`src/rtl/crop_window_stream.sv`:
```
// Crops a fixed OUT_ROWS x OUT_COLS window at (Y_1, X_1) out of a raster frame and drops all other pixels.
// Latency: one cycle from an in-window input handshake to crop_output_TVALID; 1 pixel/cycle sustained.
// Backpressure: a full output register stalls only in-window input pixels; out-of-window pixels always drain.
module crop_window_stream #(
  parameter int PIXEL_BIT_WIDTH = 16,
  parameter int IN_ROWS         = 100,
  parameter int IN_COLS         = 160,
  parameter int OUT_ROWS        = 48,
  parameter int OUT_COLS        = 48,
  parameter int Y_1             = 10,
  parameter int X_1             = 10
) (
  input  logic                       ap_clk,
  input  logic                       ap_rst_n,
  input  logic                       ap_start,
  output logic                       ap_done,
  output logic                       ap_idle,
  output logic                       ap_ready,
  input  logic [PIXEL_BIT_WIDTH-1:0] crop_input_TDATA,
  input  logic                       crop_input_TVALID,
  output logic                       crop_input_TREADY,
  output logic [PIXEL_BIT_WIDTH-1:0] crop_output_TDATA,
  output logic                       crop_output_TVALID,
  input  logic                       crop_output_TREADY
);

  localparam int RW = (IN_ROWS > 1) ? $clog2(IN_ROWS) : 1;
  localparam int CW = (IN_COLS > 1) ? $clog2(IN_COLS) : 1;

  // Window bounds are kept inclusive so every constant fits the counter width,
  // even when the window touches the last row or column of the frame.
  localparam logic [RW-1:0] ROW_FIRST = RW'(Y_1);
  localparam logic [RW-1:0] ROW_LAST  = RW'(Y_1 + OUT_ROWS - 1);
  localparam logic [RW-1:0] ROW_MAX   = RW'(IN_ROWS - 1);
  localparam logic [CW-1:0] COL_FIRST = CW'(X_1);
  localparam logic [CW-1:0] COL_LAST  = CW'(X_1 + OUT_COLS - 1);
  localparam logic [CW-1:0] COL_MAX   = CW'(IN_COLS - 1);

  // A window that runs off the frame can never be produced; refuse to build it.
  if ((Y_1 + OUT_ROWS > IN_ROWS) || (X_1 + OUT_COLS > IN_COLS)) begin : g_bad_window
    $error("crop_window_stream: crop window exceeds the input frame");
  end

  typedef enum logic [1:0] {
    S_IDLE  = 2'd0,
    S_RUN   = 2'd1,
    S_DRAIN = 2'd2,
    S_DONE  = 2'd3
  } state_t;

  state_t                     state;
  logic [RW-1:0]              row;
  logic [CW-1:0]              col;
  logic                       out_valid;
  logic [PIXEL_BIT_WIDTH-1:0] out_data;
  logic                       in_window;
  logic                       in_hs;
  logic                       out_hs;
  logic                       last_pix;

  // Position classification of the pixel currently offered on the input.
  always_comb begin
    in_window = (row >= ROW_FIRST) && (row <= ROW_LAST) &&
                (col >= COL_FIRST) && (col <= COL_LAST);
  end

  // Out-of-window pixels never touch the output register, so they are accepted even when it is full.
  assign crop_input_TREADY  = (state == S_RUN) && (!in_window || !out_valid || crop_output_TREADY);
  assign in_hs              = crop_input_TVALID && crop_input_TREADY;
  assign out_hs             = out_valid && crop_output_TREADY;
  assign last_pix           = (row == ROW_MAX) && (col == COL_MAX);
  assign crop_output_TVALID = out_valid;
  assign crop_output_TDATA  = out_data;

  // One-entry output register; a load on the same cycle as a drain keeps it full for full throughput.
  always_ff @(posedge ap_clk) begin
    if (!ap_rst_n) begin
      out_valid <= 1'b0;
      out_data  <= '0;
    end else if (in_hs && in_window) begin
      out_valid <= 1'b1;
      out_data  <= crop_input_TDATA;
    end else if (out_hs) begin
      out_valid <= 1'b0;
    end
  end

  // Frame control FSM with raster counters and registered block-protocol outputs.
  always_ff @(posedge ap_clk) begin
    if (!ap_rst_n) begin
      state    <= S_IDLE;
      row      <= '0;
      col      <= '0;
      ap_done  <= 1'b0;
      ap_ready <= 1'b0;
      ap_idle  <= 1'b1;
    end else begin
      ap_done  <= 1'b0;
      ap_ready <= 1'b0;
      case (state)
        S_IDLE: begin
          if (ap_start) begin
            state   <= S_RUN;
            row     <= '0;
            col     <= '0;
            ap_idle <= 1'b0;
          end
        end
        S_RUN: begin
          if (in_hs) begin
            if (col == COL_MAX) begin
              col <= '0;
              row <= (row == ROW_MAX) ? '0 : row + 1'b1;
            end else begin
              col <= col + 1'b1;
            end
            if (last_pix) begin
              state    <= S_DRAIN;
              ap_ready <= 1'b1;
            end
          end
        end
        S_DRAIN: begin
          // The register is empty, or its final word leaves on this edge.
          if (!out_valid || crop_output_TREADY) begin
            state   <= S_DONE;
            ap_done <= 1'b1;
          end
        end
        S_DONE: begin
          state   <= S_IDLE;
          ap_idle <= 1'b1;
        end
        default: begin
          state   <= S_IDLE;
          ap_idle <= 1'b1;
        end
      endcase
    end
  end

endmodule
```
`config.mk`:
```
export PLATFORM = sky130hd
export DESIGN_NAME = crop_window_stream
export DESIGN_NICKNAME = d
export VERILOG_FILES = /design/src/rtl/crop_window_stream.sv
export SDC_FILE = /design/constraint.sdc
export NUM_CORES = 1
export LEC_CHECK = 0
export BUFFER_PORTS_ARGS = -buffer_cell sky130_fd_sc_hd__buf_2
export CORE_UTILIZATION = 42
export CTS_CLUSTER_SIZE = 40
export DETAILED_ROUTE_END_ITERATION = 6
export PLACE_DENSITY = 0.72
export REMOVE_ABC_BUFFERS = 1
export SYNTH_ARGS = -nofsm -noshare
export SYNTH_HDL_FRONTEND = slang
export SYNTH_SLANG_ARGS = --single-unit
```
`constraint.sdc`:
```
create_clock -name ap_clk -period 4.6 [get_ports ap_clk]
set_clock_uncertainty 0.1 [all_clocks]
set_input_delay 0.92 -clock ap_clk [delete_from_list [all_inputs] [get_ports ap_clk]]
set_output_delay 0.92 -clock ap_clk [all_outputs]
set_load 0.005 [all_outputs]
```
### Word-level counts from Yosys, hierarchy flattened

Cells that the tools add are included.

* $add $sub $neg: 2
* magnitude comparators: 4
* equality and inequality tests: 10
* multiplexer cells: 20
* reduce and logical (&&, ||, !) cells: 23

Operators with widths (count)
* two-way mux 7 bit: 4
* two-way mux 8 bit: 3
* one-hot mux 8 bit (2 select lines): 1
* one-hot mux 7 bit (2 select lines): 1
* adder 8 x 1 -> 8 bit, second input constant: 1
* == test 8 bit, second input constant: 1
* >= comparator 8 x 4 -> 1 bit, second input constant: 1
* <= comparator 8 x 6 -> 1 bit, second input constant: 1
* logical AND 1 bit: 8
* two-way mux 2 bit: 4
* inequality test 2 bit, second input constant: 4
* one-hot mux 2 bit (4 select lines): 1
* AND reduction 4 bit: 2
* adder 7 x 1 -> 7 bit, second input constant: 1
* == test 7 bit, second input constant: 1
* >= comparator 7 x 4 -> 1 bit, second input constant: 1
* <= comparator 7 x 6 -> 1 bit, second input constant: 1
* AND reduction 3 bit: 2
* nonzero test 2 bit: 3
* two-way mux 1 bit: 5
* == test 2 bit, second input constant: 2
* AND reduction 2 bit: 2
* logical OR 1 bit: 3
* == test 2 x 1 -> 1 bit, second input constant: 1
* 4 further kinds: 5

* bits in registers: 37
* input bits: 21
* output and inout port bits: 21
* word-level logic and storage cells: 67

### Depth between registers and ports, before layout

* depth after elaboration: 11
* gate-level depth with buffers: 9

### Least setup slack after synthesis

Ideal clock, no wire load.

* path kind: input to output
* from: input crop_output_TREADY
* to: output crop_input_TREADY
* data arrival time: 1416 ps
* required time: 3580 ps
* slack: 2164 ps
* cell stages on the path: 3
* buffers on the path: 0
* cell sequence: nand2b_1 a211oi_1 a31oi_1

* word-level cells in the longest chain between the ends: 2

RTL lines
* from (decl): line 24 `input logic crop_output_TREADY`
* logical OR 1 bit: line 68 `assign crop_input_TREADY = (state == S_RUN) && (!in_window || !out_valid || crop_output_TREADY);`
* logical AND 1 bit: line 68
* to (decl): line 21 `output logic crop_input_TREADY,`

Every way passes these cells.

### Final worst setup path

* from: register state[1]
* to: output crop_input_TREADY

* word-level cells in the longest chain between the ends: 2

RTL lines
* from (decl): line 51 `state_t state;`
* from (signal assigned): line 91 `state <= S_IDLE;`
* from (signal assigned): line 103 `state <= S_RUN;`
* from (signal assigned): line 118 `state <= S_DRAIN;`
* == test 2 x 1 -> 1 bit: line 68
* logical AND 1 bit: line 68

Every way passes these cells.

==> impl_summary.log <==
INFO  metric synth-seq-cells = 37
INFO  metric drt_drc_violations_left = 0
INFO  metric post_synth_top_flop = sky130_fd_sc_hd__dfxtp_1
INFO  metric clkSinkCount = 37
INFO  metric max_cap_violations = 0
INFO  metric post_synth_instance_area = 1910 um^2
INFO  metric synthXorXnorAreaFrac = 0%
INFO  metric h-tree-depth = 2
INFO  metric regToRegStartpoint = state[1]
INFO  metric outcome = completed
INFO  metric grt_max_degree = 28
INFO  metric fp.dieArea = 4810 um^2
INFO  metric cts_resized = 0
INFO  metric final_min_period_over_clock_period = 62.5%
INFO  metric ys.warnings.count = 0
INFO  metric die_span_in_y = 69.4 um
INFO  metric grt_remaining_overflow = 0
INFO  metric finalWirelength = 3960 um
INFO  metric post_dp_cell_area = 2140 um^2
INFO  metric io_buffers = 41
INFO  metric ioPinCount = 42
INFO  metric number_of_cell_rows = 24
INFO  metric postSynth.asyncResetShare = 0%
INFO  metric via_per_inst = 5.54
INFO  metric synthDistinctLibCells = 48
INFO  metric tritoncts = built
INFO  metric cp-startpoint = state[1]
INFO  metric setup.worst_path.end_class = output pin
INFO  metric grt_first_pass_wirelength = 6720 um
INFO  metric rsz0062_at_grt = no
INFO  metric post_route_cells_drive_above_1_share = 23.6%
INFO  metric arrival_time_of_the_worst_setup_path = 1.86 ns
INFO  metric crit_fanout = 14
INFO  metric fmax = 348 MHz
INFO  metric root_buffer = sky130_fd_sc_hd__clkbuf_8
INFO  metric final_period_minus_worst_setup_slack = 2.88 ns
INFO  metric synth_top_family_by_area = simple AND/OR/NAND/NOR gates
INFO  metric timing.critical_path.to = crop_input_TREADY
INFO  metric gp_routability_congestion = 0.832
INFO  metric clock_network_latency_to_the_later_pin_of_the_worst_skew_pair = 0.29 ns
INFO  metric relSlewSlack = 33.0%
INFO  metric post_synth_fa_ha_maj_area_fraction = 7.88%
INFO  metric synthesized_area_fraction_occupied_by_ao_oa_aoi_and_oai_cells = 17.7%
INFO  metric crit_path_max_incr_delay = 0.47 ns
INFO  metric fin_area = 2270 um^2
INFO  metric synth.mux.area_fraction = 8.40%
INFO  metric leakagePower = 1.08 nW
INFO  metric cts_buffer_depth = 2
INFO  metric layout-area-overhead-vs-synth = 19.4%
INFO  metric cts_inserted_buffers = 5
INFO  metric floorplan.die.width = 69.4 um
INFO  metric drt_first_iter_violations = 167
INFO  metric routed_wire_length_per_instance = 13.0 um
INFO  metric synth-edff-count = 0
INFO  metric worst-setup-path-type = reg -> out
INFO  metric synth.avg_cell_area = 8.99 um^2
INFO  metric seq_area_frac_synth = 38.9%
INFO  metric hold_path_class = reg -> reg
INFO  metric cts_setup_buffers = 0
INFO  metric cp-start-kind = register
INFO  metric initial_util = 43.8%
INFO  metric slew_violations = 0
INFO  metric worst_slew_pin_slew = 1.00 ns
INFO  metric ir_worst_vdd = 0.265 mV
INFO  metric post_cts_hold_buffer_count = 0
INFO  metric cp_data_required_time = 3.58 ns
INFO  metric cp_common_cell = sky130_fd_sc_hd__inv_1
INFO  metric setup.reg_to_reg.worst_slack = 1.90 ns
INFO  metric clkTransAtPathRegs = 0.08 ns
INFO  metric crit_path_top_delay_cell = sky130_fd_sc_hd__ha_1
INFO  metric reg2reg_depth = 7
INFO  metric worstReg2RegEnd = col[6]
INFO  metric grt_usage = 17.1%
INFO  metric first_pass_iteration_count_of_the_detailed_router = 4
INFO  metric worstHoldStart = crop_output_TDATA[12]
INFO  metric syn_inst = 212
INFO  metric post_synth_and_or_nand_nor_area_fraction = 23.3%
INFO  metric antenna_violating_nets_post_route = 0
INFO  metric setup-tns-final = 0 ns
INFO  metric finalHoldViolCount = 0
INFO  metric vias = 1695
INFO  metric insertedDiodeCount = 0
INFO  metric finalSetupViolCount = 0
INFO  metric placeable_core_region = 4350 um^2
INFO  metric post-dp-hpwl = 2820 um
INFO  metric power_density = 400 nW/um^2
INFO  metric critical_path.cell_chain = inv_1 > ha_1 > inv_1 > a31oi_1 > buf_2
INFO  metric number_of_antenna_violations_at_the_first_check_in_global_routing = 0
INFO  metric num-nets-final = 286
INFO  metric grt_pass1_vias = 1477
[cell usage after synthesis (2+ instances only)]
cell type,count,share of area [%]
sky130_fd_sc_hd__dfxtp_1,37,39
sky130_fd_sc_hd__nor2_1,26,5.1
sky130_fd_sc_hd__mux2i_1,16,8.4
sky130_fd_sc_hd__nand2_1,15,3.0
sky130_fd_sc_hd__ha_1,12,7.9
sky130_fd_sc_hd__nand3_1,11,2.9
sky130_fd_sc_hd__a21oi_1,8,2.1
sky130_fd_sc_hd__inv_1,8,1.6
sky130_fd_sc_hd__o21ai_0,7,1.8
sky130_fd_sc_hd__a31oi_1,6,2.0
sky130_fd_sc_hd__o2bb2ai_1,5,2.3
sky130_fd_sc_hd__or3_1,5,1.6
sky130_fd_sc_hd__clkbuf_1,4,0.79
sky130_fd_sc_hd__or2_2,4,1.3
sky130_fd_sc_hd__nand2b_1,3,0.99
sky130_fd_sc_hd__nand4_1,3,0.99
sky130_fd_sc_hd__nor3_1,3,0.79
sky130_fd_sc_hd__o211a_1,3,1.6
sky130_fd_sc_hd__o31ai_1,3,1.2
sky130_fd_sc_hd__a22oi_1,2,0.79
sky130_fd_sc_hd__nor2b_1,2,0.66
sky130_fd_sc_hd__o2111ai_1,2,0.92
sky130_fd_sc_hd__o21a_1,2,0.79
[metal layers]
metal	global-route usage, %	vias to the layer above	wire length [um]
met5	0	-	0
met4	4.31	0	30
met1	23.4	783	1910
li1	-	846	-
met2	26.3	61	1760
met3	5.09	5	265
[cell usage in the layout (no fill, tap or decap), drive strengths merged, types with 3 or more instances in the layout]
cell type / n
mux2i: 16
nand2b: 3
or2: 4
nand2: 16
buf: 41
inv: 9
nand3: 11
clkbuf: 5
o2bb2ai: 5
dfxtp: 37
ha: 12
a31oi: 6
o211a: 3
or3: 5
nor2: 26
o21ai: 7
nand4: 3
a21oi: 8
nor3: 3
o31ai: 3
[through the flow]
| stage | instances | util, % | setup slack [ns] | hold WS (ns) | total power [mW] |
|---|---|---|---|---|---|
| floorplan | 205 | - | 2.16 | 0.363 | 0.509 |
| global placement | 298 | 49.1 | 1.82 | 0.369 | 0.571 |
| detailed placement | 298 | 49.1 | 1.78 | 0.382 | 0.573 |
| CTS | 306 | 52.2 | 1.73 | 0.404 | 0.914 |
| global route | 306 | 52.2 | 1.56 | 0.418 | 0.966 |
| finish | 306 | 52.2 | 1.72 | 0.398 | 0.909 |
[state kept, by name, summed over array words and instances (netlist names)]
name                cells
row                     7
crop_output_TVALID      1
crop_output_TDATA      16
ap_ready                1
col                     8
ap_done                 1
state                   2
ap_idle                 1
[kinds of logic after synthesis]
logic type	after synthesis
buf+inv	16
simple gates	84
compound gates	47
mux	16
fa+ha+maj	12
flops	37
[area by class of cell]
type	count	area [um^2]
well taps	52	65.1
fillers	411	2080
multi-input cells	159	1090
repair buffers	41	205
clock buffers	5	68.8
clock inverters	3	68.8
inverters	9	33.8
flip-flops and latches	37	741
[power breakdown]
| group | internal (mW) | switching [mW] | total, mW |
|---|---|---|---|
| combinational | 0.0824 | 0.139 | 0.222 |
| clock | 0.218 | 0.122 | 0.341 |
| sequential | 0.335 | 0.0117 | 0.347 |
| total | 0.636 | 0.273 | 0.909 |
[worst max-delay path, delay by kind of cell (launching register included)]
kind                       cells  cell delay [ns]
adders and majority gates      1             0.47
AOI/OAI and AO/OA              1             0.26
DFF                            1             0.33
buffers and inverters          3             0.50
[worst min-delay path by stage]
stage	endpoint	slack, ns	cells after the start
floorplan	col[7]	0.36	1
global placement	crop_output_TDATA[11]	0.37	2
detailed placement	crop_output_TDATA[6]	0.38	2
CTS	crop_output_TDATA[12]	0.40	2
global route	crop_output_TDATA[6]	0.42	2
finish	crop_output_TDATA[12]	0.40	2
(Power assumes the default switching activity.)
